[src/rtl/add_sched.sv]
// ---------------------------------------------------------------------------
// add_sched -- two-requester scheduler sharing one 4-bit nibble adder
//
// Purpose:
//   Accepts WIDTH-bit operand pairs from two requesters (round-robin on
//   ties), adds them one nibble per cycle (LSB nibble first) through a single
//   4-bit adder with a carry register, and returns the sum on one result
//   channel tagged with the requester ID.
//
// Ports:
//   clk, rst                  clock, synchronous active-high reset
//   req0_valid/ready/a/b      requester 0 operand channel
//   req1_valid/ready/a/b      requester 1 operand channel
//   res_valid/ready           result handshake
//   res_sum, res_cout, res_id result sum, carry out of MSB nibble, requester ID
//
// Build option:
//   ADD_SCHED_SAT_EN  when defined, a result with final carry=1 presents
//                     res_sum as all ones (saturating add); res_cout still 1.
// ---------------------------------------------------------------------------
module add_sched #(
    parameter int WIDTH = 16
) (
    input  logic             clk,
    input  logic             rst,
    input  logic             req0_valid,
    output logic             req0_ready,
    input  logic [WIDTH-1:0] req0_a,
    input  logic [WIDTH-1:0] req0_b,
    input  logic             req1_valid,
    output logic             req1_ready,
    input  logic [WIDTH-1:0] req1_a,
    input  logic [WIDTH-1:0] req1_b,
    output logic             res_valid,
    input  logic             res_ready,
    output logic [WIDTH-1:0] res_sum,
    output logic             res_cout,
    output logic             res_id
);

    localparam int NIB   = WIDTH / 4;
    localparam int IDX_W = (NIB > 1) ? $clog2(NIB) : 1;

    typedef enum logic [1:0] {
        S_IDLE,
        S_ADD,
        S_DONE
    } state_t;

    state_t             state_q, state_d;
    logic               last_q, last_d;
    logic               id_q, id_d;
    logic [WIDTH-1:0]   a_q, a_d;
    logic [WIDTH-1:0]   b_q, b_d;
    logic [WIDTH-1:0]   sum_q, sum_d;
    logic               carry_q, carry_d;
    logic [IDX_W-1:0]   idx_q, idx_d;

    logic               gnt_any;
    logic               gnt_id;
    logic [3:0]         nib_a;
    logic [3:0]         nib_b;
    logic [4:0]         nib_res;
    logic               add_step;

    // Round-robin grant: on a tie the requester that was not served last wins.
    assign gnt_any = req0_valid | req1_valid;
    assign gnt_id  = req0_valid ? (req1_valid ? ~last_q : 1'b0) : 1'b1;

    // The single shared nibble adder.
    assign nib_a    = a_q[idx_q*4 +: 4];
    assign nib_b    = b_q[idx_q*4 +: 4];
    assign nib_res  = {1'b0, nib_a} + {1'b0, nib_b} + {4'b0000, carry_q};
    assign add_step = (state_q == S_ADD);

    // Each sum nibble is written exactly once per operation, in its own step.
    generate
        for (genvar gi = 0; gi < NIB; gi++) begin : g_sum_nib
            assign sum_d[gi*4 +: 4] =
                (add_step && (idx_q == IDX_W'(gi))) ? nib_res[3:0]
                                                    : sum_q[gi*4 +: 4];
        end
    endgenerate

    always_comb begin
        state_d    = state_q;
        last_d     = last_q;
        id_d       = id_q;
        a_d        = a_q;
        b_d        = b_q;
        carry_d    = carry_q;
        idx_d      = idx_q;
        req0_ready = 1'b0;
        req1_ready = 1'b0;

        unique case (state_q)
            S_IDLE: begin
                if (gnt_any) begin
                    req0_ready = ~gnt_id;
                    req1_ready = gnt_id;
                    a_d        = gnt_id ? req1_a : req0_a;
                    b_d        = gnt_id ? req1_b : req0_b;
                    id_d       = gnt_id;
                    last_d     = gnt_id;
                    carry_d    = 1'b0;
                    idx_d      = '0;
                    state_d    = S_ADD;
                end
            end
            S_ADD: begin
                carry_d = nib_res[4];
                idx_d   = idx_q + IDX_W'(1);
                if (idx_q == IDX_W'(NIB - 1)) begin
                    state_d = S_DONE;
                end
            end
            S_DONE: begin
                if (res_ready) begin
                    state_d = S_IDLE;
                end
            end
            default: state_d = S_IDLE;
        endcase
    end

    always_ff @(posedge clk) begin
        if (rst) begin
            state_q <= S_IDLE;
            last_q  <= 1'b1;
            id_q    <= 1'b0;
            a_q     <= '0;
            b_q     <= '0;
            sum_q   <= '0;
            carry_q <= 1'b0;
            idx_q   <= '0;
        end else begin
            state_q <= state_d;
            last_q  <= last_d;
            id_q    <= id_d;
            a_q     <= a_d;
            b_q     <= b_d;
            sum_q   <= sum_d;
            carry_q <= carry_d;
            idx_q   <= idx_d;
        end
    end

    // After the last ADD step the carry register holds the MSB-nibble carry.
    assign res_valid = (state_q == S_DONE);
    assign res_cout  = carry_q;
    assign res_id    = id_q;

`ifdef ADD_SCHED_SAT_EN
    assign res_sum = ((state_q == S_DONE) && carry_q) ? {WIDTH{1'b1}} : sum_q;
`else
    assign res_sum = sum_q;
`endif

endmodule

[config.mk]
export PLATFORM = sky130hd
export DESIGN_NAME = add_sched
export DESIGN_NICKNAME = d
export VERILOG_FILES = /design/src/rtl/add_sched.sv
export SDC_FILE = /design/constraint.sdc
export NUM_CORES = 1
export LEC_CHECK = 0
export ABC_AREA = 1
export BUFFER_PORTS_ARGS = -buffer_cell sky130_fd_sc_hd__buf_2
export CORE_ASPECT_RATIO = 0.8
export CORE_MARGIN = 5
export CORE_UTILIZATION = 52
export CTS_BUF_LIST = sky130_fd_sc_hd__clkbuf_4 sky130_fd_sc_hd__clkbuf_8 sky130_fd_sc_hd__clkbuf_16
export CTS_CLUSTER_SIZE = 16
export DETAILED_ROUTE_END_ITERATION = 16
export PLACE_DENSITY = 0.8
export SYNTH_ARGS = -nofsm -noshare
export SYNTH_HDL_FRONTEND = slang
export SYNTH_SLANG_ARGS = --single-unit
export TNS_END_PERCENT = 50
[constraint.sdc]
create_clock -name clk -period 3 [get_ports clk]
set_clock_uncertainty 0.05 [all_clocks]
set_input_delay 0.45 -clock clk [delete_from_list [all_inputs] [get_ports clk]]
set_output_delay 0.45 -clock clk [all_outputs]
set_load 0.005 [all_outputs]
==> results of run 1 <==
worst max-delay path: stages (launching register included):
cell     delay, ps
dfxtp_2        560
o21ai_0        130
a21oi_1        140
a21oi_1         80
fa_1           450
fa_1           410
xnor2_1        370
nand2_1         90
a21oi_1        150
state kept, by name (all words and copies together), names as in the netlist:
name      cells
last_q        1
res_sum      16
res_id        1
state_q       2
idx_q         2
b_q          16
res_cout      1
a_q          16
metal layers:
metal	GRT usage, %	vias up	share of wire (%)
met4	5.620	0	1.1
li1	-	1555	-
met2	33.57	98	47
met3	3.095	7	8.2
met5	0	-	0
met1	26.12	1334	44
worst max-delay path by stage:
stage | end | cells past startpoint | startpoint
final | res_sum[2] | 8 | idx_q[0]
after global placement | res_sum[2] | 8 | idx_q[0]
after global routing | res_sum[2] | 8 | idx_q[0]
after detailed placement | res_sum[2] | 8 | idx_q[0]
after floorplan | res_sum[2] | 9 | idx_q[0]
after CTS | res_sum[2] | 8 | idx_q[0]
placed cells by master, fill, tap and decap left out, types with 2 or more instances in the layout:
master / instances
inv_1: 90
nor2_1: 8
o21a_1: 4
nor2_4: 4
buf_4: 4
dfxtp_1: 54
o21ai_0: 25
clkbuf_8: 5
buf_2: 89
ha_1: 7
nand3_1: 41
clkbuf_4: 2
nand2_1: 119
and2_1: 2
a21oi_1: 69
fa_1: 2
cell type report:
class,count,area (um^2),share of cell area [%]
Clock buffer,7,83.83,2.383
Clock inverter,1,5.005,0.1422
Inverter,91,341.6,9.708
Multi-Input combinational cell,286,1413,40.15
Sequential cell,55,1102,31.33
Tap cell,78,97.59,2.774
Timing Repair Buffer,93,475.5,13.51
cell families after synthesis:
group,count (synthesis),share of synthesized area (%)
buffers and inverters,113,16.19
adders and majority gates,9,4.255
AOI/OAI and AO/OA,100,17.52
and+or+nand+nor,176,25.03
xor gates and xnor gates,1,0.2921
DFF,55,36.71
power by group through the flow:
stage | sequential, mW | combinational, mW | clock, mW
5_1_grt | 0.845 | 0.503 | 0.447
3_5_place_dp | 0.853 | 0.436 | 0
4_1_cts | 0.837 | 0.439 | 0.418
6_report | 0.837 | 0.436 | 0.413
2_1_floorplan | 0.839 | 0.325 | 0
3_3_place_gp | 0.851 | 0.422 | 0
==> results.md, run 1 <==
* Outcome: completed
* Worst R2R End: res_sum[2]
* Clock transition at path regs at 90 ps
* Drt wl/cell at 11.99 um
* Syn Area/Cell at 6.606 um^2
* Routed WL at 7.324 mm
* Synth area leaders: dfxtp_1 37%, nand2_1 15%, a21oi_1 12%
* GR Overflow Total at 0
* Port bufs at 89
* Fin. max-slew vios at 0
* Number of fill cells at 550
* Syn. warnings at 0
* Switch Pwr at 0.5371 mW
* Total Power at 1.687 mW
* Combinational power share at 25.8%
* Vias in the first global route at 2639
* Final hold violations at 0
* Net Count, Synth at 532
* Synthesized area at 2999 um^2
* Final instance area at 3518 um^2
* Total clock sinks at 55
* First DRT Iteration DRCs at 202
* Dpl cell area at 3428 um^2
* Die ar. at 7396 um^2
* RSZ-0062 raised after global routing: false
* Worst Setup Path Type: flop to flop
* Synth top cells by count: 119 x nand2_1, 90 x inv_1, 69 x a21oi_1, 55 x dfxtp_1, 41 x nand3_1
* Iteration count of the initial detailed-routing pass at 5
* Setup TNS at 0 ps
* Gp weighted congestion at 0.8266
* Crit path arrival time at 2700 ps
* Ratio of final minimum period to clock period at 83.30%
* Sequential share of power at 49.6%
* CTS buffer count at 5
* Antenna violations before repair at 0
* Final core utilization at 63.68%
* Row count at 24
* Count of final setup violators at 0
* Hold_ws at 342.8 ps
* # IOs at 90
* Switching Share at 31.84%
* R2R depth at 8
* Area of the core at 5525 um^2
* Number of enable flip-flop cells after synthesis at 0
* HPWL Detailed at 5.503 mm
* Clock power share at 24.5%
* H-tree levels at 2
* Largest net degree at the start of global routing at 39
* Critical Path RT at 3200 ps
* Starting Density at 54.28%
* CP Max Fanout at 25
* Final non-filler cell total at 611
* CTS root buf: clkbuf_8
* Post-place setup slack at 310.9 ps
* Die Span X at 94.91 um
* Final min period at 2499 ps
* Reg2reg start: idx_q[0]
* Power Internal at 1.150 mW
* Via density per instance at 4.900
* Worst Hold Path EP: state_q[1]
* Hold Crit Start: res_ready
* Fmax at 0.4002 GHz
* # diodes at 0
* Max Cap Viol at 0
* Mapped Cells at 454
* Count of cell types in the netlist at 23
* DRC Markers at 0
* Main synth FF type: dfxtp_1
* Die Height at 77.93 um
* Post-CTS Setup Inserts at 0
* Pwr dens at 479.4 nW/um^2
* Slew HR at 65.60%
* FF+latch count, synth at 55
* Reg2reg setup slack at 500 ps
* Total track usage at 19.84%
* CTS tree: done
* Worst hold path stage count at 4
* CP Capture Type: flop
* Placed Instances at 603
* Count leader, synth: nand2_1
* Final ANT Viol Nets at 0
* HP Class: input pin to flop
* Routed vias at 2994
* Share of layout cells above drive strength 1 at 20.64%
* Max VDD drop at 229.2 uV
* Nets at 610
* Setup crit start kind: flop
* Leakage Power at 1.941 nW
* Synth top area share at 36.71%
* Syn-to-layout area delta at 17.31%
* Hold-fix buffers at CTS at 0
* Post-synthesis sequential area ratio at 36.71%
* Post-synth top area cell: dfxtp_1
* Clk_lat worst skew at 310 ps
* Tightest Pin Transition at 515.3 ps
* Synth async-reset ratio at 0%
* Worst Setup Slack, final at 501.1 ps
* CTS max path bufs at 2
* Post-CTS sizing at 0
* First-pass GRT wire length at 11.82 mm
No activity file was read; power rests on OpenSTA's default activity.
==> inputs of run 2 (changes only) <==
--- a/config.mk
+++ b/config.mk
@@ -9,11 +9,11 @@
 export BUFFER_PORTS_ARGS = -buffer_cell sky130_fd_sc_hd__buf_2
 export CORE_ASPECT_RATIO = 0.8
 export CORE_MARGIN = 5
-export CORE_UTILIZATION = 52
+export CORE_UTILIZATION = 47
 export CTS_BUF_LIST = sky130_fd_sc_hd__clkbuf_4 sky130_fd_sc_hd__clkbuf_8 sky130_fd_sc_hd__clkbuf_16
 export CTS_CLUSTER_SIZE = 16
 export DETAILED_ROUTE_END_ITERATION = 16
-export PLACE_DENSITY = 0.8
+export PLACE_DENSITY = 0.77
 export SYNTH_ARGS = -nofsm -noshare
 export SYNTH_HDL_FRONTEND = slang
 export SYNTH_SLANG_ARGS = --single-unit
==> constraint.sdc (replaced) <==
create_clock -name clk -period 2.25 [get_ports clk]
set_clock_uncertainty 0.05 [all_clocks]
set_input_delay 0.3375 -clock clk [delete_from_list [all_inputs] [get_ports clk]]
set_output_delay 0.3375 -clock clk [all_outputs]
set_load 0.005 [all_outputs]
==> run 2 against run 1 <==
  * Worst hold slack got worse by 120 ps
  * Setup slack got worse by 410 ps
  * Global-route usage decreased by 1.5 points
  * Combinational power increased by 54%
  * Critical path type unchanged
  * Highest routed layer unchanged
==> results.md, run 2 (synthesis results as in run 1) <==
* Outcome: completed
* RSZ-0062 raised after global routing: true
* DRC Markers at 0
* Final ANT Viol Nets at 0
* Clk_lat worst skew at 310 ps
* Final min period at 2159 ps
* Ratio of final minimum period to clock period at 95.98%
* Crit path arrival time at 2320 ps
* Final core utilization at 58.53%
* Leakage Power at 2.010 nW
* CTS max path bufs at 2
* Count of final setup violators at 0
* Final instance area at 3694 um^2
* Routed vias at 3025
* Nets at 620
* Die ar. at 8089 um^2
* Most frequent cells in the layout: 119 x nand2_1, 89 x inv_1, 89 x buf_2
* CP max stage delay at 410 ps
* Row count at 26
* CTS buffer count at 5
* CP Max Fanout at 10
* Antenna violations before repair at 0
* HPWL Detailed at 5.597 mm
* Via density per instance at 4.825
* Max Cap Viol at 0
* Worst R2R End: res_sum[11]
* Drt wl/cell at 11.98 um
* Critical path endpoint: res_sum[11]
* H-tree levels at 2
* First DRT Iteration DRCs at 177
* Post-place setup slack at -137.7 ps
* Pwr dens at 663.7 nW/um^2
* Reg2reg setup slack at 90 ps
* Syn-to-layout area delta at 23.15%
* Fin. max-slew vios at 0
* Clock transition at path regs at 100 ps
* Max VDD drop at 273.3 uV
* Vias in the first global route at 2695
* Reg2reg start: idx_q[0]
* Commonest non-fill, non-tap cell in the layout: nand2_1
* Slew HR at 64.23%
* Total track usage at 18.31%
* Total clock sinks at 55
* Port bufs at 89
* Share of layout cells above drive strength 1 at 24.13%
* # diodes at 0
* Die Height at 81.45 um
* Iteration count of the initial detailed-routing pass at 4
* Final hold violations at 0
* Setup crit start: idx_q[0]
* Worst Setup Path Type: flop to flop
* Die Span X at 99.31 um
* Critical path cell sequence: buf_4 -> clkinvlp_4 -> o21ai_0 -> a21oi_1 -> a21oi_2 -> ha_4 -> a21oi_2 -> nand2_1 -> nand2_1 -> nand3_1 -> nand2_1 -> inv_1
* First-pass GRT wire length at 11.98 mm
* Critical Path RT at 2410 ps
* Hold-fix buffers at CTS at 0
* Tightest Pin Transition at 535.8 ps
* Routed WL at 7.512 mm
* CTS tree: done
* Area of the core at 6311 um^2
* Slowest-stage cell, CP: dfxtp_4
* CTS root buf: clkbuf_8
* R2R depth at 12
* Dpl cell area at 3488 um^2
* GR Overflow Total at 0
* Starting Density at 47.52%
* Fmax at 0.4631 GHz
* Gp weighted congestion at 0.9236
* Setup crit start kind: flop
* Largest net degree at the start of global routing at 39
* HP Class: input pin to flop
* Worst Setup Slack, final at 90.52 ps
* CP Capture Type: flop
* Worst path most repeated cell: nand2_1
* # IOs at 90
-- run 2: power breakdown --
part,internal [mW],leakage [nW],switching (mW)
Clock,0.360,0.0612,0.312
Combinational,0.282,1.49,0.389
Sequential,1.06,0.454,0.0472
Total,1.70,2.01,0.748
-- run 2: worst min path at each step --
stage / startpoint / endpoint / slack [ps] / depth (start not counted)
global route: res_ready / state_q[1] / 230 / 4
CTS: res_ready / state_q[1] / 220 / 4
floorplan: res_sum[2] / res_sum[2] / 410 / 2
finish: res_ready / state_q[1] / 220 / 4
detailed placement: res_sum[2] / res_sum[2] / 420 / 2
global placement: res_id / res_id / 400 / 2
-- run 2: worst max-delay path: cells and delay by family (launching register included) --
family                     cells  cell delay [ps]
AOI/OAI and AO/OA              4              600
and+or+nand+nor                4              370
buffers and inverters          3              380
DFF                            1              410
adders and majority gates      1              250
-- run 2: through the flow --
| step | TNS [ps] | hold slack, ps | std cells | total power, mW |
|---|---|---|---|---|
| 5_1_grt | -308.3 | 234.6 | 627 | 2.603 |
| 6_report | 0 | 223.1 | 627 | 2.452 |
| 3_3_place_gp | -160.4 | 404.8 | 616 | 1.711 |
| 4_1_cts | 0 | 218.2 | 624 | 2.413 |
| 2_1_floorplan | 0 | 405.4 | 454 | 1.551 |
| 3_5_place_dp | -418.7 | 416.8 | 616 | 1.732 |
-- run 2: repair_timing --
item / 4_1_cts / 5_1_grt
pin swaps: 1 / 2
gates resized for setup: 3 / 14
setup buffers: 0 / 3
setup endpoints to repair: 9 / 9
-- run 2: cell type report --
class                      count  area (um^2)
clock buffer                   6        82.58
clock inverter                 2        35.03
fill                         612         2618
inverter                      91        345.3
multi-input combinational    286         1469
sequential                    55         1106
tap                           84        105.1
timing repair buffer         103        550.5
-- run 2: layer usage --
| metal | GRT usage (%) | vias to the layer above | share of wire (%) |
|---|---|---|---|
| met4 | 5.048 | 0 | 1.3 |
| met2 | 30.97 | 89 | 47 |
| met3 | 5.093 | 10 | 8.1 |
| met1 | 23.17 | 1340 | 44 |
| met5 | 0 | - | 0 |
| li1 | - | 1586 | - |
